--- config.mk ---
export PLATFORM = sky130hd
export DESIGN_NAME = fp_sqrt_seq
export DESIGN_NICKNAME = d
export VERILOG_FILES = /design/src/rtl/fp_sqrt_seq.sv
export SDC_FILE = /design/constraint.sdc
export NUM_CORES = 1
export LEC_CHECK = 0
export CAP_MARGIN = 20
export CORE_MARGIN = 3
export CORE_UTILIZATION = 40
export CTS_CLUSTER_SIZE = 28
export DETAILED_ROUTE_END_ITERATION = 10
export SLEW_MARGIN = 5
export SYNTH_ARGS = -nofsm -noshare
export SYNTH_HDL_FRONTEND = slang
export SYNTH_SLANG_ARGS = --single-unit
--- constraint.sdc ---
create_clock -name clk -period 12.35 [get_ports clk]
set_input_delay 2.47 -clock clk [delete_from_list [all_inputs] [get_ports clk]]
set_output_delay 2.47 -clock clk [all_outputs]
set_load 0.1 [all_outputs]
--- src/rtl/fp_sqrt_seq.sv ---
// Sequential IEEE-754 square root: restoring digit-by-digit root, one result bit per clock, special cases in PREP.
// Latency: special operands 1 cycle after accept, normal operands N+2 cycles (N = MAN_W+1, or MAN_W+2 with rounding).
// Backpressure: result held with out_valid until out_ready; in_ready low from accept until the result is taken.
//
// Ports:
//   clk, rst           rising-edge clock, asynchronous active-high reset
//   in_valid/in_ready  operand handshake, data_i = {sign, exp, frac}
//   out_valid/out_ready result handshake, data_o = square root
//   busy               high whenever the FSM is not in IDLE
//
// Build option: define FP_SQRT_ROUND_NEAREST_EN to compute one guard root bit and
// round to nearest; otherwise the fraction is truncated.

module fp_sqrt_seq #(
    parameter int EXP_W     = 8,
    parameter int MAN_W     = 23,
    parameter int BIAS      = (2**(EXP_W-1))-1,
    parameter int BUS_WIDTH = 1+EXP_W+MAN_W
) (
    input  logic                 clk,
    input  logic                 rst,
    input  logic                 in_valid,
    output logic                 in_ready,
    input  logic [BUS_WIDTH-1:0] data_i,
    output logic                 out_valid,
    input  logic                 out_ready,
    output logic [BUS_WIDTH-1:0] data_o,
    output logic                 busy
);

    localparam int W    = MAN_W + 2;        // widest root the datapath ever needs
`ifdef FP_SQRT_ROUND_NEAREST_EN
    localparam int N    = MAN_W + 2;        // integer bit + fraction + guard
`else
    localparam int N    = MAN_W + 1;        // integer bit + fraction
`endif
    localparam int RADW = 2 * W;
    localparam int REMW = W + 2;
    localparam int CNTW = $clog2(N + 1);

    localparam logic signed [EXP_W:0] BIAS_S = (EXP_W+1)'(BIAS);

    typedef enum logic [2:0] {IDLE, PREP, ITER, FIN, DONE} state_t;

    state_t state, state_nxt;

    logic [BUS_WIDTH-1:0] op_q;
    logic [RADW-1:0]      rad_q;
    logic [N-1:0]         root_q;
    logic [REMW-1:0]      rem_q;
    logic [CNTW-1:0]      cnt_q;
    logic [EXP_W-1:0]     exp_q;
    logic [BUS_WIDTH-1:0] data_q;

    // Operand fields
    logic             op_sign;
    logic [EXP_W-1:0] op_exp;
    logic [MAN_W-1:0] op_frac;
    logic             exp_ones, exp_zero, frac_zero;
    logic             special;
    logic [BUS_WIDTH-1:0] special_res;

    assign op_sign   = op_q[BUS_WIDTH-1];
    assign op_exp    = op_q[BUS_WIDTH-2:MAN_W];
    assign op_frac   = op_q[MAN_W-1:0];
    assign exp_ones  = &op_exp;
    assign exp_zero  = ~|op_exp;
    assign frac_zero = ~|op_frac;

    // Anything that is NaN, negative, zero/denormal or infinite skips the iteration.
    assign special = exp_ones | exp_zero | op_sign;

    always_comb begin
        special_res = '0;
        if (exp_ones && !frac_zero) begin
            special_res = '1;                                   // NaN
        end else if (op_sign && !exp_zero) begin
            special_res = '1;                                   // negative, incl. -inf
        end else if (exp_zero) begin
            special_res = {op_sign, {(BUS_WIDTH-1){1'b0}}};     // +-0, denormals flushed
        end else begin
            special_res = {1'b0, {EXP_W{1'b1}}, {MAN_W{1'b0}}}; // +inf
        end
    end

    // Exponent halving: an odd unbiased exponent moves one factor of two into the radicand.
    logic signed [EXP_W:0] eu, eu_even, res_exp_full;
    logic [MAN_W:0]        mant;
    logic [RADW-1:0]       rad_init;

    assign eu           = $signed({1'b0, op_exp}) - BIAS_S;
    assign eu_even      = eu - $signed({{EXP_W{1'b0}}, eu[0]});
    assign res_exp_full = (eu_even >>> 1) + BIAS_S;
    assign mant         = {1'b1, op_frac};

    // Radicand is left-aligned so every iteration consumes the top bit pair.
    assign rad_init = eu[0] ? {mant, {(MAN_W+3){1'b0}}}
                            : {1'b0, mant, {(MAN_W+2){1'b0}}};

    // One restoring step: bring down the next pair and try subtracting {root, 01}.
    logic [REMW-1:0] rem_sh, trial_sub;
    logic [REMW:0]   trial;
    logic            trial_ok;

    assign rem_sh    = {rem_q[REMW-3:0], rad_q[RADW-1 -: 2]};
    assign trial_sub = REMW'({root_q, 2'b01});
    assign trial     = {1'b0, rem_sh} - {1'b0, trial_sub};
    assign trial_ok  = ~trial[REMW];

    // Final packing; the root MSB is always 1 (hidden bit) and is dropped.
    logic [BUS_WIDTH-1:0] fin_res;
    logic                 unused_bits;

`ifdef FP_SQRT_ROUND_NEAREST_EN
    logic             guard, sticky, round_up;
    logic [MAN_W+1:0] mant_sum;
    logic [EXP_W-1:0] exp_inc;

    assign guard    = root_q[0];
    assign sticky   = |rem_q;
    // Guard set with zero sticky would be an exact tie, which sqrt never produces.
    assign round_up = guard & (sticky | root_q[1]);
    assign mant_sum = {1'b0, root_q[N-1:1]} + (MAN_W+2)'(round_up);
    assign exp_inc  = exp_q + 1'b1;

    always_comb begin
        fin_res = {1'b0, exp_q, mant_sum[MAN_W-1:0]};
        if (mant_sum[MAN_W+1]) begin
            fin_res = {1'b0, exp_inc, {MAN_W{1'b0}}};
        end
    end

    assign unused_bits = &{1'b0, res_exp_full[EXP_W], mant_sum[MAN_W]};
`else
    assign fin_res     = {1'b0, exp_q, root_q[MAN_W-1:0]};
    assign unused_bits = &{1'b0, res_exp_full[EXP_W], root_q[MAN_W], rem_q[REMW-1 -: 2]};
`endif

    // FSM state register
    always_ff @(posedge clk or posedge rst) begin
        if (rst) begin
            state <= IDLE;
        end else begin
            state <= state_nxt;
        end
    end

    // FSM next state
    always_comb begin
        state_nxt = state;
        case (state)
            IDLE: if (in_valid)     state_nxt = PREP;
            PREP: state_nxt = special ? DONE : ITER;
            ITER: if (cnt_q == '0)  state_nxt = FIN;
            FIN:  state_nxt = DONE;
            DONE: if (out_ready)    state_nxt = IDLE;
            default: state_nxt = IDLE;
        endcase
    end

    // Datapath
    always_ff @(posedge clk or posedge rst) begin
        if (rst) begin
            op_q   <= '0;
            rad_q  <= '0;
            root_q <= '0;
            rem_q  <= '0;
            cnt_q  <= '0;
            exp_q  <= '0;
            data_q <= '0;
        end else begin
            case (state)
                IDLE: begin
                    if (in_valid) begin
                        op_q <= data_i;
                    end
                end
                PREP: begin
                    if (special) begin
                        data_q <= special_res;
                    end else begin
                        rad_q  <= rad_init;
                        root_q <= '0;
                        rem_q  <= '0;
                        cnt_q  <= CNTW'(N - 1);
                        exp_q  <= res_exp_full[EXP_W-1:0];
                    end
                end
                ITER: begin
                    rad_q  <= {rad_q[RADW-3:0], 2'b00};
                    rem_q  <= trial_ok ? trial[REMW-1:0] : rem_sh;
                    root_q <= {root_q[N-2:0], trial_ok};
                    cnt_q  <= cnt_q - 1'b1;
                end
                FIN: begin
                    data_q <= fin_res;
                end
                default: ;
            endcase
        end
    end

    assign in_ready  = (state == IDLE);
    assign out_valid = (state == DONE);
    assign busy      = (state != IDLE);
    assign data_o    = data_q;

endmodule

==> impl_metrics.xml <==
<?xml version="1.0" encoding="UTF-8"?>
<metrics>
  <group name="outcome">
    <metric name="result_of_the_run" unit="">finished, final reports clean</metric>
  </group>
  <group name="global_route">
    <metric name="grt_remaining_overflow" unit="">0</metric>
    <metric name="antenna_found_initial" unit="">0</metric>
    <metric name="first_global_vias" unit="">5981</metric>
    <metric name="grt_use_total" unit="%">16.5</metric>
    <metric name="grt_pass1_wl" unit="mm">29.8</metric>
    <metric name="maximum_number_of_pins_on_one_net_before_global_route_repair" unit="">88</metric>
  </group>
  <group name="placement">
    <metric name="port-buffer-count" unit="">70</metric>
    <metric name="routabilityCongestion" unit="">0.829</metric>
    <metric name="dp_slack" unit="ns">7.31</metric>
    <metric name="place_hpwl" unit="mm">11.6</metric>
  </group>
  <group name="cells_and_area">
    <metric name="final_layout_size_suffix_gt1_share" unit="%">9.54</metric>
    <metric name="layout_commonest_cell" unit="">sky130_fd_sc_hd__dfrtp_1</metric>
    <metric name="final_cell_mix" unit="">154 x sky130_fd_sc_hd__dfrtp_1, 105 x sky130_fd_sc_hd__nand2_1, 102 x sky130_fd_sc_hd__o21ai_0</metric>
    <metric name="syn2layout_area_growth" unit="%">18.8</metric>
    <metric name="multi_input_comb_area" unit="mm²">0.00398</metric>
    <metric name="final_core_utilization" unit="%">49.2</metric>
    <metric name="layout.nets" unit="">989</metric>
    <metric name="diodes" unit="">0</metric>
    <metric name="fillerInstances" unit="">1862</metric>
    <metric name="ff_latch_area" unit="mm²">0.00385</metric>
  </group>
  <group name="clock_network">
    <metric name="max-clock-path-buffers" unit="">2</metric>
    <metric name="clk_latency" unit="ns">0.42</metric>
    <metric name="post_cts_buffers" unit="">0</metric>
    <metric name="cts.sinks" unit="">154</metric>
    <metric name="h_tree_levels" unit="">4</metric>
    <metric name="cts_tree" unit="">built</metric>
    <metric name="cts-resized-gates" unit="">0</metric>
    <metric name="cts.reportedPaths.clkPinSlew" unit="ns">0.06</metric>
    <metric name="cts_hold_buf" unit="">0</metric>
    <metric name="cts-root-buf" unit="">sky130_fd_sc_hd__clkbuf_16</metric>
    <metric name="cts_buffers" unit="">17</metric>
  </group>
  <group name="floorplanning">
    <metric name="start_util" unit="%">41.4</metric>
    <metric name="fp.dieArea" unit="mm²">0.0222</metric>
    <metric name="design.core.area" unit="mm²">0.0198</metric>
    <metric name="number_of_top_level_design_ports" unit="">71</metric>
    <metric name="dieWidth" unit="µm">149</metric>
    <metric name="floorplan.rows" unit="">51</metric>
    <metric name="dieHeight" unit="µm">149</metric>
  </group>
  <group name="sta">
    <metric name="grt_setup_unrepaired" unit="">false</metric>
    <metric name="final.setup.worst_slack" unit="ns">6.86</metric>
    <metric name="fmax" unit="GHz">0.182</metric>
    <metric name="finalSetupViolations" unit="">0</metric>
    <metric name="slew_viol_final" unit="">0</metric>
    <metric name="final_period_minus_worst_setup_slack" unit="ns">5.49</metric>
    <metric name="fin_tns_setup" unit="ns">0</metric>
    <metric name="timing.final.crit_share" unit="%">44.4</metric>
    <metric name="slew_headroom" unit="%">31.8</metric>
    <metric name="worst-slew-pin-transition" unit="ns">1.02</metric>
    <metric name="hold_violations" unit="">0</metric>
    <metric name="skew" unit="ns">0.00773</metric>
  </group>
  <group name="setup_path">
    <metric name="start_kind" unit="">register</metric>
    <metric name="reg_to_reg_end" unit="">rem_q[13]</metric>
    <metric name="critical_path.cell_chain" unit="">buf_4, nor3b_1, clkdlybuf4s50_1</metric>
    <metric name="cpMaxStageDelayCell" unit="">sky130_fd_sc_hd__clkdlybuf4s50_1</metric>
    <metric name="cp.depth" unit="">3</metric>
    <metric name="reg2reg_depth" unit="">9</metric>
    <metric name="worst_ep_arrival_time" unit="ns">3.02</metric>
    <metric name="crit_type" unit="">register to output pin</metric>
    <metric name="path_buf_inv" unit="">2</metric>
    <metric name="critPathTopFamily" unit="">buffers and inverters</metric>
    <metric name="critPathCaptureType" unit="">output pin</metric>
    <metric name="worstReg2RegStart" unit="">op_q[23]</metric>
    <metric name="worst-path-max-fanout" unit="">27</metric>
    <metric name="worst_ep_required_time" unit="ns">9.88</metric>
    <metric name="peak_per_stage_delay_on_the_critical_path" unit="ns">1.23</metric>
    <metric name="rrSetupSlack" unit="ns">9.14</metric>
  </group>
  <group name="synthesis">
    <metric name="average_cell_area_after_synthesis" unit="µm²">9.41</metric>
    <metric name="number_of_flops_mapped_to_enable_cells_by_yosys" unit="">0</metric>
    <metric name="post_synth_main_area_contributors" unit="">sky130_fd_sc_hd__dfrtp_1 47%, sky130_fd_sc_hd__o21ai_0 6.2%, sky130_fd_sc_hd__nand2_1 4.8%, sky130_fd_sc_hd__mux2i_1 4.8%, sky130_fd_sc_hd__ha_1 4.7%</metric>
    <metric name="synthesis.instances" unit="">870</metric>
    <metric name="netlist_area" unit="mm²">0.00819</metric>
    <metric name="ys_seq_elements" unit="">154</metric>
    <metric name="synth-warning-count" unit="">0</metric>
    <metric name="share_of_the_yosys_chip_area_belonging_to_registers" unit="%">47.1</metric>
    <metric name="yosys_most_used_dff" unit="">sky130_fd_sc_hd__dfrtp_1</metric>
    <metric name="syn-num-nets" unit="">937</metric>
    <metric name="synth.top_cell.area_share" unit="%">47.1</metric>
    <metric name="synth.largest_area_cell" unit="">sky130_fd_sc_hd__dfrtp_1</metric>
    <metric name="netlist-cell-type-count" unit="">59</metric>
    <metric name="async_flop_share" unit="%">100</metric>
  </group>
  <group name="route">
    <metric name="drt_iter0_markers" unit="">466</metric>
    <metric name="routed_wirelength" unit="mm">17.4</metric>
    <metric name="antenna_left" unit="">0</metric>
    <metric name="drc" unit="">0</metric>
    <metric name="mean_routed_wirelength_per_cell" unit="µm">14.5</metric>
    <metric name="vias" unit="">6245</metric>
    <metric name="vias_per_cell" unit="">5.21</metric>
    <metric name="drt-pass1-iter-count" unit="">4</metric>
  </group>
  <group name="worst_hold_path">
    <metric name="hp-class" unit="">register to register</metric>
    <metric name="sink_of_the_worst_hold_path" unit="">exp_q[5]</metric>
    <metric name="min_delay_path_depth" unit="">2</metric>
    <metric name="timing.hold.worst.start" unit="">exp_q[5]</metric>
  </group>
  <group name="job">
    <metric name="cap_violations" unit="">0</metric>
  </group>
</metrics>
-- worst min-delay path: cells and delay by family, from the launching register on --
| kind | cells | cell delay (ns) |
|---|---|---|
| simple gates | 1 | 0.05 |
| compound gates | 1 | 0.06 |
| flops | 1 | 0.34 |
-- synth_stat cells (2+ instances only) --
master	count
sky130_fd_sc_hd__a2111oi_0	2
sky130_fd_sc_hd__a211oi_1	4
sky130_fd_sc_hd__a211oi_2	3
sky130_fd_sc_hd__a21boi_0	2
sky130_fd_sc_hd__a21o_1	5
sky130_fd_sc_hd__a21oi_1	61
sky130_fd_sc_hd__a21oi_2	2
sky130_fd_sc_hd__a311o_1	2
sky130_fd_sc_hd__a31oi_1	2
sky130_fd_sc_hd__and2_1	5
sky130_fd_sc_hd__and3_1	9
sky130_fd_sc_hd__buf_2	7
sky130_fd_sc_hd__buf_4	2
sky130_fd_sc_hd__buf_6	2
sky130_fd_sc_hd__clkbuf_1	36
sky130_fd_sc_hd__dfrtp_1	154
sky130_fd_sc_hd__ha_1	31
sky130_fd_sc_hd__inv_1	42
sky130_fd_sc_hd__mux2_2	30
sky130_fd_sc_hd__mux2i_1	39
sky130_fd_sc_hd__nand2_1	105
sky130_fd_sc_hd__nand2b_1	6
sky130_fd_sc_hd__nand3_1	52
sky130_fd_sc_hd__nand4_1	2
sky130_fd_sc_hd__nor2_1	57
sky130_fd_sc_hd__nor2b_1	4
sky130_fd_sc_hd__nor3_1	13
sky130_fd_sc_hd__nor3_2	2
sky130_fd_sc_hd__nor4_1	7
sky130_fd_sc_hd__o211ai_1	9
sky130_fd_sc_hd__o21a_1	2
sky130_fd_sc_hd__o21ai_0	102
sky130_fd_sc_hd__o21ai_1	2
sky130_fd_sc_hd__o21ai_2	2
sky130_fd_sc_hd__o22ai_1	3
sky130_fd_sc_hd__o311ai_0	2
sky130_fd_sc_hd__o31ai_1	3
sky130_fd_sc_hd__or3_1	2
sky130_fd_sc_hd__xnor2_1	18
sky130_fd_sc_hd__xor2_1	18
-- worst max-delay path by stage --
| stage | start | endpoint | slack, ns |
|---|---|---|---|
| after detailed placement | state[1] | out_valid | 7.31 |
| after floorplan | rst | cnt_q[0] | 5.73 |
| after CTS | state[1] | out_valid | 6.85 |
| after global placement | state[1] | out_valid | 7.34 |
| after global routing | state[1] | out_valid | 6.76 |
| final | state[1] | out_valid | 6.86 |
-- per-layer routing --
| metal | GRT usage [%] | part of all wire [%] |
|---|---|---|
| met5 | 0 | 0 |
| met4 | 4.94 | 1.3 |
| met3 | 3.25 | 3.3 |
| met2 | 25.0 | 45 |
| met1 | 24.0 | 50 |
-- metrics by stage --
step	cell area (µm²)	cells	hold slack, ns
detailed placement	9100	1167	0.460
finish	9720	1198	0.481
global placement	9100	1167	0.461
CTS	9700	1197	0.477
floorplan	8190	870	0.443
global route	9720	1198	0.513
-- flip-flops by register name (all words and copies together), names as in the netlist --
| register | flops |
|---|---|
| op_q | 32 |
| root_q | 24 |
| cnt_q | 5 |
| rad_q | 25 |
| state | 3 |
| exp_q | 8 |
| rem_q | 25 |
| data_o | 32 |
-- kinds of logic after synthesis --
group | count (synthesis) | synth area share [%]
AND/OR/NAND/NOR | 270 | 15.1
multiplexers | 69 | 8.89
buffers and inverters | 90 | 4.51
flip-flops | 154 | 47.1
XOR/XNOR | 36 | 3.85
adder cells (fa/ha/maj) | 31 | 4.74
AO/OA/AOI/OAI | 220 | 15.9
-- layout make-up --
cell class / count / area share [%]
inverter: 42 / 1.67
multi-input combinational: 626 / 40.9
clock inverter: 8 / 1.21
tap: 265 / 3.41
sequential: 154 / 39.6
timing repair buffer: 81 / 8.18
clock buffer: 22 / 4.98
Power is left out: the tool's default activity adds up to more than one toggle a clock period on the data nets, which glitch-free logic cannot reach.
